## src/rtl/multi_debouncer_pkg.sv

```systemverilog
// multi_debouncer_pkg: shared sizing helpers and types for the key debouncer.
// Auto-repeat types are used only when MULTI_DEBOUNCER_REPEAT_EN is defined.
package multi_debouncer_pkg;

    localparam int unsigned US_CNT_W = 32;
    typedef logic [US_CNT_W-1:0] us_cnt_t;

    function automatic int unsigned glitch_cycles(
        input int unsigned mhz,
        input int unsigned ns
    );
        int unsigned c;
        c = (mhz * ns) / 1000;
        return (c == 0) ? 1 : c;
    endfunction

    function automatic int unsigned cnt_width(input int unsigned cycles);
        int unsigned w;
        w = $clog2(cycles + 1);
        return (w == 0) ? 1 : w;
    endfunction

endpackage

```

## src/rtl/debouncer_channel.sv

```systemverilog
// debouncer_channel: one key with 2-flop sync, glitch filter and strobes.
// The auto-repeat counter exists only with MULTI_DEBOUNCER_REPEAT_EN.
module debouncer_channel
    import multi_debouncer_pkg::*;
#(
    parameter int unsigned GLITCH_CYCLES = 1,
    parameter int unsigned CNT_W = 1,
    parameter bit KEY_ACTIVE_LOW = 1'b1
`ifdef MULTI_DEBOUNCER_REPEAT_EN
    ,
    parameter int unsigned REPEAT_DELAY_US = 1,
    parameter int unsigned REPEAT_PERIOD_US = 1
`endif
) (
    input  logic clk_i,
    input  logic rst_ni,
    input  logic key_i,
`ifdef MULTI_DEBOUNCER_REPEAT_EN
    input  logic tick_i,
    output logic repeat_stb_o,
`endif
    output logic pressed_o,
    output logic press_stb_o,
    output logic release_stb_o
);

    localparam logic IDLE_PIN = KEY_ACTIVE_LOW;
    localparam logic [CNT_W-1:0] CNT_LAST = CNT_W'(GLITCH_CYCLES - 1);

    logic [1:0]       sync_q;
    logic             sample;
    logic [CNT_W-1:0] cnt_q, cnt_d;
    logic             stable_q, stable_d;
    logic             press_q, press_d;
    logic             release_q, release_d;

    // Normalise so that 1 always means pressed.
    assign sample = sync_q[1] ^ IDLE_PIN;

    always_comb begin
        cnt_d     = '0;
        stable_d  = stable_q;
        press_d   = 1'b0;
        release_d = 1'b0;
        if (sample != stable_q) begin
            if (cnt_q == CNT_LAST) begin
                stable_d  = ~stable_q;
                press_d   = ~stable_q;
                release_d = stable_q;
            end else begin
                cnt_d = cnt_q + CNT_W'(1);
            end
        end
    end

    always_ff @(posedge clk_i or negedge rst_ni) begin
        if (!rst_ni) begin
            sync_q    <= {2{IDLE_PIN}};
            cnt_q     <= '0;
            stable_q  <= 1'b0;
            press_q   <= 1'b0;
            release_q <= 1'b0;
        end else begin
            sync_q    <= {sync_q[0], key_i};
            cnt_q     <= cnt_d;
            stable_q  <= stable_d;
            press_q   <= press_d;
            release_q <= release_d;
        end
    end

    assign pressed_o     = stable_q;
    assign press_stb_o   = press_q;
    assign release_stb_o = release_q;

`ifdef MULTI_DEBOUNCER_REPEAT_EN
    localparam int unsigned DLY = (REPEAT_DELAY_US == 0) ? 1 : REPEAT_DELAY_US;
    localparam int unsigned PER = (REPEAT_PERIOD_US == 0) ? 1 : REPEAT_PERIOD_US;
    localparam us_cnt_t DLY_LAST = us_cnt_t'(DLY - 1);
    localparam us_cnt_t PER_LAST = us_cnt_t'(PER - 1);

    us_cnt_t rep_cnt_q, rep_cnt_d;
    logic    armed_q, armed_d;
    logic    repeat_q, repeat_d;

    // Counting only runs while held; a release edge cancels any pending pulse.
    always_comb begin
        rep_cnt_d = rep_cnt_q;
        armed_d   = armed_q;
        repeat_d  = 1'b0;
        if (!stable_q || (stable_d != stable_q)) begin
            rep_cnt_d = '0;
            armed_d   = 1'b0;
        end else if (tick_i) begin
            if (rep_cnt_q == (armed_q ? PER_LAST : DLY_LAST)) begin
                repeat_d  = 1'b1;
                rep_cnt_d = '0;
                armed_d   = 1'b1;
            end else begin
                rep_cnt_d = rep_cnt_q + us_cnt_t'(1);
            end
        end
    end

    always_ff @(posedge clk_i or negedge rst_ni) begin
        if (!rst_ni) begin
            rep_cnt_q <= '0;
            armed_q   <= 1'b0;
            repeat_q  <= 1'b0;
        end else begin
            rep_cnt_q <= rep_cnt_d;
            armed_q   <= armed_d;
            repeat_q  <= repeat_d;
        end
    end

    assign repeat_stb_o = repeat_q;
`endif

endmodule

```

## src/rtl/multi_debouncer.sv

```systemverilog
// multi_debouncer: N independent debounced keys with press/release strobes.
// Define MULTI_DEBOUNCER_REPEAT_EN to build the 1 us prescaler and auto-repeat.
module multi_debouncer
    import multi_debouncer_pkg::*;
#(
    parameter int unsigned CHANNELS = 4,
    parameter int unsigned CLK_FREQ_MHZ = 50,
    parameter int unsigned GLITCH_TIME_NS = 20_000,
    parameter int unsigned KEY_ACTIVE_LOW = 1
`ifdef MULTI_DEBOUNCER_REPEAT_EN
    ,
    parameter int unsigned REPEAT_DELAY_US = 500_000,
    parameter int unsigned REPEAT_PERIOD_US = 100_000
`endif
) (
    input  logic                clk_i,
    input  logic                rst_ni,
    input  logic [CHANNELS-1:0] key_i,
    output logic [CHANNELS-1:0] pressed_o,
    output logic [CHANNELS-1:0] press_stb_o,
    output logic [CHANNELS-1:0] release_stb_o,
    output logic [CHANNELS-1:0] repeat_stb_o
);

    localparam int unsigned GLITCH_CYCLES =
        glitch_cycles(CLK_FREQ_MHZ, GLITCH_TIME_NS);
    localparam int unsigned CNT_W = cnt_width(GLITCH_CYCLES);
    localparam bit ACT_LOW = (KEY_ACTIVE_LOW != 0);

`ifdef MULTI_DEBOUNCER_REPEAT_EN
    localparam int unsigned MHZ = (CLK_FREQ_MHZ == 0) ? 1 : CLK_FREQ_MHZ;
    localparam us_cnt_t PRE_LAST = us_cnt_t'(MHZ - 1);

    us_cnt_t pre_q, pre_d;
    logic    tick;

    // One shared 1 us tick for every channel's repeat counter.
    assign tick  = (pre_q == PRE_LAST);
    assign pre_d = tick ? '0 : pre_q + us_cnt_t'(1);

    always_ff @(posedge clk_i or negedge rst_ni) begin
        if (!rst_ni) begin
            pre_q <= '0;
        end else begin
            pre_q <= pre_d;
        end
    end
`else
    assign repeat_stb_o = '0;
`endif

    for (genvar g = 0; g < CHANNELS; g++) begin : g_ch
        debouncer_channel #(
            .GLITCH_CYCLES   (GLITCH_CYCLES),
            .CNT_W           (CNT_W),
            .KEY_ACTIVE_LOW  (ACT_LOW)
`ifdef MULTI_DEBOUNCER_REPEAT_EN
            ,
            .REPEAT_DELAY_US (REPEAT_DELAY_US),
            .REPEAT_PERIOD_US(REPEAT_PERIOD_US)
`endif
        ) u_ch (
            .clk_i        (clk_i),
            .rst_ni       (rst_ni),
            .key_i        (key_i[g]),
`ifdef MULTI_DEBOUNCER_REPEAT_EN
            .tick_i       (tick),
            .repeat_stb_o (repeat_stb_o[g]),
`endif
            .pressed_o    (pressed_o[g]),
            .press_stb_o  (press_stb_o[g]),
            .release_stb_o(release_stb_o[g])
        );
    end

endmodule

```

## config.mk

```make
export PLATFORM = sky130hd
export DESIGN_NAME = multi_debouncer
export DESIGN_NICKNAME = d
export VERILOG_FILES = /design/src/rtl/multi_debouncer_pkg.sv /design/src/rtl/debouncer_channel.sv /design/src/rtl/multi_debouncer.sv
export SDC_FILE = /design/constraint.sdc
export NUM_CORES = 1
export LEC_CHECK = 0
export CORE_MARGIN = 1
export CORE_UTILIZATION = 60
export CTS_CLUSTER_DIAMETER = 200
export CTS_CLUSTER_SIZE = 20
export DETAILED_ROUTE_END_ITERATION = 8
export PLACE_DENSITY = 0.84
export SLEW_MARGIN = 30
export SYNTH_ARGS = -nofsm -noshare
export SYNTH_HDL_FRONTEND = slang
export SYNTH_SLANG_ARGS = --single-unit
```

## constraint.sdc

```tcl
create_clock -name clk_i -period 3 [get_ports clk_i]
set_input_delay 0.3 -clock clk_i [delete_from_list [all_inputs] [get_ports clk_i]]
set_output_delay 0.3 -clock clk_i [all_outputs]
set_load 0.005 [all_outputs]
```

==> After elaboration in Yosys (flattened, before gate mapping) <==
Index checks and enable logic that the tools add are counted.
Widths: inputs -> output; s select.
{ "classes": {"eq_ne": 8, "n_addsub": 4, "bitwise_logic": 8, "reduce_logical": 4, "n_mux": 24} }
{ "ops": {"columns": ["operator", "count"], "rows": [
  ["$mux 10", 8],
  ["$add 10x1->10 const B", 4],
  ["$eq 10x10->1 const B", 4],
  ["$mux 1", 16],
  ["$not 1->1", 8],
  ["$reduce_and 2->1", 4],
  ["$ne 1x1->1", 4]
]} }
{ "word_totals": {"elab_cells": 68, "out_inout_bits": 16, "regBits": 60, "inputBits": 6} }

==> Depth between registers and ports, before layout <==
{ "depth": {"ltp_word": 3, "mapped_depth": 5, "depth_no_buf": 5} }

==> By module <==
From an unflattened synthesis, not the netlist that was laid out.
{ "unflattened": {"cells_unflattened": 253, "area_unflattened_um2": 2736.4} }
{ "by_module_without_submodules": {"columns": ["module", "n_inst", "cells_each", "area_per_inst_um2", "seq_area_each_um2"], "rows": [
  ["debouncer_channel", 4, 62, 675.6, 377.9],
  ["multi_debouncer", 1, 5, 33.8, 0.0]
]} }

==> Worst setup path after synthesis <==
Ideal clock, no wire load.
{ "synth_path": {"kind": "register to register", "from": "register g_ch[3].u_ch.cnt_q[0]", "to": "register g_ch[3].u_ch.cnt_q[3]", "required_ns": 2.863, "period_less_slack_ns": 1.545, "slack_ns": 1.455, "n_path_buf": 0, "t_arrival_ns": 1.407, "setup_time_ns": 0.137, "stages_incl_launch_ff": 6, "path_cell_list": "dfrtp_1 -> ha_1 -> and4bb_2 -> nand2_1 -> o21ai_0 -> nor2_1"} }
{ "synth_between": {"elab_chain_cells": 3, "word_cells_on_any_way": 4, "classes_between": "add/sub (1); eq/ne (1); mux (2)"} }
{ "synth_lines": {"columns": ["element", "line_no", "source"], "rows": [
  ["from (decl)", "debouncer_channel.sv:32", "logic [CNT_W-1:0] cnt_q, cnt_d;"],
  ["from (signal assigned)", "debouncer_channel.sv:65", "cnt_q <= cnt_d;"],
  ["$add 10x1->10 / $eq 10x10->1 (equally long branches)", "debouncer_channel.sv:51, debouncer_channel.sv:46", null],
  ["$mux 10 (*)", "debouncer_channel.sv:46", "if (cnt_q == CNT_LAST) begin"],
  ["$mux 10 (*)", "debouncer_channel.sv:45", "if (sample != stable_q) begin"],
  ["via g_ch[3].u_ch.cnt_d[3]", "debouncer_channel.sv:32", null]
]} }
Mark *: on every way through the listed nets, which the timed path passes. The rest lies on a longest branch.
A chain may end at the register's enable or synchronous reset.

==> Final worst setup path <==
Same ends and word-level chain as after synthesis.

==> results.py <==
metrics = {
    "clock_network": {
        "cts_hold_buf": 1,
        "path_clk_slew_ps": 60,
        "cts-root-buf": "clkbuf_8",
        "post_cts_resized": 0,
        "cts_sinks": 60,
        "clock_path_buffers": 2,
        "cts_tree": "yes",
        "htree_levels": 3,
        "cts_inserted_buffers": 9,
        "post-cts-setup-buffers": 0,
        "insertion_delay_ps": 340,
    },
    "status": {
        "outcome": "finished, final reports clean",
    },
    "global_routing": {
        "grt_use_total_pct": 22.4,
        "grt_max_degree": 40,
        "grt-ovfl-total": 0,
        "antenna_found_initial": 0,
        "first_global_vias": 1868,
        "grt_pass1_wl_um": 8280,
    },
    "setup_path": {
        "critPathArrivalTime_ps": 2000,
        "worst_r2r_startpoint": "g_ch[3].u_ch.cnt_q[0]$_DFF_PN0_",
        "critPathLaunch": "g_ch[3].u_ch.cnt_q[0]$_DFF_PN0_",
        "critPathKind": "register to register",
        "crit_fanout": 8,
        "end_kind": "register",
        "cp-start-kind": "register",
        "required_ps": 3200,
        "ff2ff_path_depth": 5,
    },
    "timing": {
        "finalSetupTns_ps": 0,
        "min_period_ps": 1810,
        "hold_viol_final": 0,
        "relSlewSlack_pct": 65.6,
        "setup_violations": 0,
        "grt_setup_unrepaired": "no",
        "slew_violations": 0,
        "fmax_mhz": 553,
        "tightest_slew_ps": 510,
        "fin_worst_skew_ps": 6.50,
        "min_period_over_period_pct": 60.2,
    },
    "place": {
        "dp.cells": 326,
        "post-dp-hpwl_um": 3200,
        "gp_congestion": 0.788,
        "io_buffers": 17,
    },
    "floorplanning": {
        "start_util_pct": 62.9,
        "die_w_um": 69.8,
        "coreArea_um2": 4380,
        "die_y_um": 69.8,
        "io_pins": 22,
        "die_area_um2": 4870,
        "rows": 24,
    },
    "synthesis": {
        "synth_edf_count": 0,
        "synth_area_leader_cell": "dfrtp_1",
        "ys_seq_area_share_pct": 54.8,
        "yosys.cell_count.top_type": "dfrtp_1",
        "ys_warn_count": 0,
        "syn_area_um2": 2760,
        "postSynthCellCount": 270,
        "ys_seq_elements": 60,
        "ys_async_sr_fraction_pct": 100,
        "synth_area_leaders": "dfrtp_1, dfstp_2, nor2_1",
        "yosysTopAreaCellShare_pct": 47.2,
        "avgSynthCellArea_um2": 10.2,
        "synthDistinctLibCells": 31,
        "synthFlopType": "dfrtp_1",
        "synth_commonest_cells": "dfrtp_1, nor2_1, nand3_1, nand2_1, buf_4",
    },
    "hold_path": {
        "hold_path.startpoint": "g_ch[0].u_ch.sync_q[0]$_DFF_PN1_",
        "hp-class": "register to register",
        "min_path_cells": 0,
    },
    "power": {
        "p_leak_nw": 1.31,
        "total_power_w": 0.00163,
        "ir_worst_vdd_mv": 0.338,
        "power_density_nw_per_um2": 527,
    },
    "layout": {
        "stdcell_count": 343,
        "drive_above_1_share_pct": 10.7,
        "final_nets": 296,
        "antenna_cells": 0,
        "syn_to_final_growth_pct": 11.9,
    },
    "routing": {
        "ant_nets": 0,
        "wl_per_cell_um": 13.7,
        "viasPerCell": 5.59,
        "drt_iter0_drc": 120,
        "drc_errors": 0,
        "dr.pass1.iters": 5,
        "wirelength_um": 4710,
        "vias": 1919,
    },
    "flow_run": {
        "cap_viol_max_count": 0,
    },
}
==> kinds of logic (layout without fill, tap and decap cells) <==
kind of cell    Yosys count  count (layout)  share of synthesized area, %
simple gates            126             126                          23.6
flops                    60              60                          54.8
compound gates           28              28                          5.81
xor+xnor                 26              26                          8.26
buf+inv                  25              43                          5.58
fa+ha+maj                 4               4                          1.82
other cells               1               4                         0.136
==> cell usage in the layout, fill, tap and decap left out, drive strengths merged, types with 3 or more instances in the layout <==
cell / synthesis / layout
a21oi: 10 / 10
a31oi: 4 / 4
and3: 9 / 9
and4: 3 / 3
and4bb: 4 / 4
clkbuf: 1 / 12
clkdlybuf4s50: 0 / 16
clkinv: 0 / 3
conb: 1 / 4
dfrtp: 52 / 52
dfstp: 8 / 8
ha: 4 / 4
inv: 8 / 8
nand2: 24 / 24
nand3: 25 / 25
nand4: 7 / 7
nor2: 38 / 38
nor3: 8 / 8
o21ai: 9 / 9
or3: 3 / 3
xnor2: 13 / 13
xor2: 13 / 13
==> power by group <==
| part | switching (W) | leakage, nW | total [W] | internal, W |
|---|---|---|---|---|
| combinational | 0.0000378 | 0.405 | 0.0000605 | 0.0000227 |
| clock | 0.000308 | 0.100 | 0.000713 | 0.000405 |
| sequential | 0.0000193 | 0.801 | 0.000852 | 0.000832 |
==> stage by stage <==
stage / hold WS [ps] / worst slack, ps / area, µm² / util (%)
finish: 348 / 1190 / 3090 / 70.4
global route: 351 / 1050 / 3090 / 70.4
global placement: 279 / 1280 / 2880 / 65.7
CTS: 343 / 1160 / 3090 / 70.4
detailed placement: 278 / 1180 / 2880 / 65.7
floorplan: 4.41 / 1460 / 2770 / -
==> flip-flops by register name, indices dropped and copies added (netlist names) <==
name / count
g_ch.u_ch.release_stb_o: 4
g_ch.u_ch.cnt_q: 40
g_ch.u_ch.pressed_o: 4
g_ch.u_ch.sync_q: 8
g_ch.u_ch.press_stb_o: 4
==> critical path: stages (launching register included) <==
cell and delay [ps]:
dfrtp_1 400, ha_1 260, and4bb_2 250, nand2_1 150, o21ai_0 480, nor2_1 120
==> final cells by class <==
type,count,area (µm²)
flip-flops and latches,60,1510
fillers,328,1300
multi-input cells,188,1100
repair buffers,19,183
clock buffers,12,145
well taps,52,65.1
clock inverters,4,48.8
inverters,8,30.0
==> final timing paths <==
check	endpoint	slack, ps
min	g_ch[0].u_ch.sync_q[1]$_DFF_PN1_	350
min in group asynchronous	g_ch[2].u_ch.cnt_q[7]$_DFF_PN0_	440
max in group asynchronous	g_ch[0].u_ch.sync_q[0]$_DFF_PN1_	1680
max reg2reg	g_ch[3].u_ch.cnt_q[3]$_DFF_PN0_	1190
max	g_ch[3].u_ch.cnt_q[3]$_DFF_PN0_	1190
min reg2reg	g_ch[0].u_ch.sync_q[1]$_DFF_PN1_	350
==> layer usage <==
layer	wire length [µm]	track usage [%]
met3	218	8.87
met4	116	10.7
met5	0	0
met2	2240	33.4
met1	2140	28.7
Power figures use the tool's default switching activity.
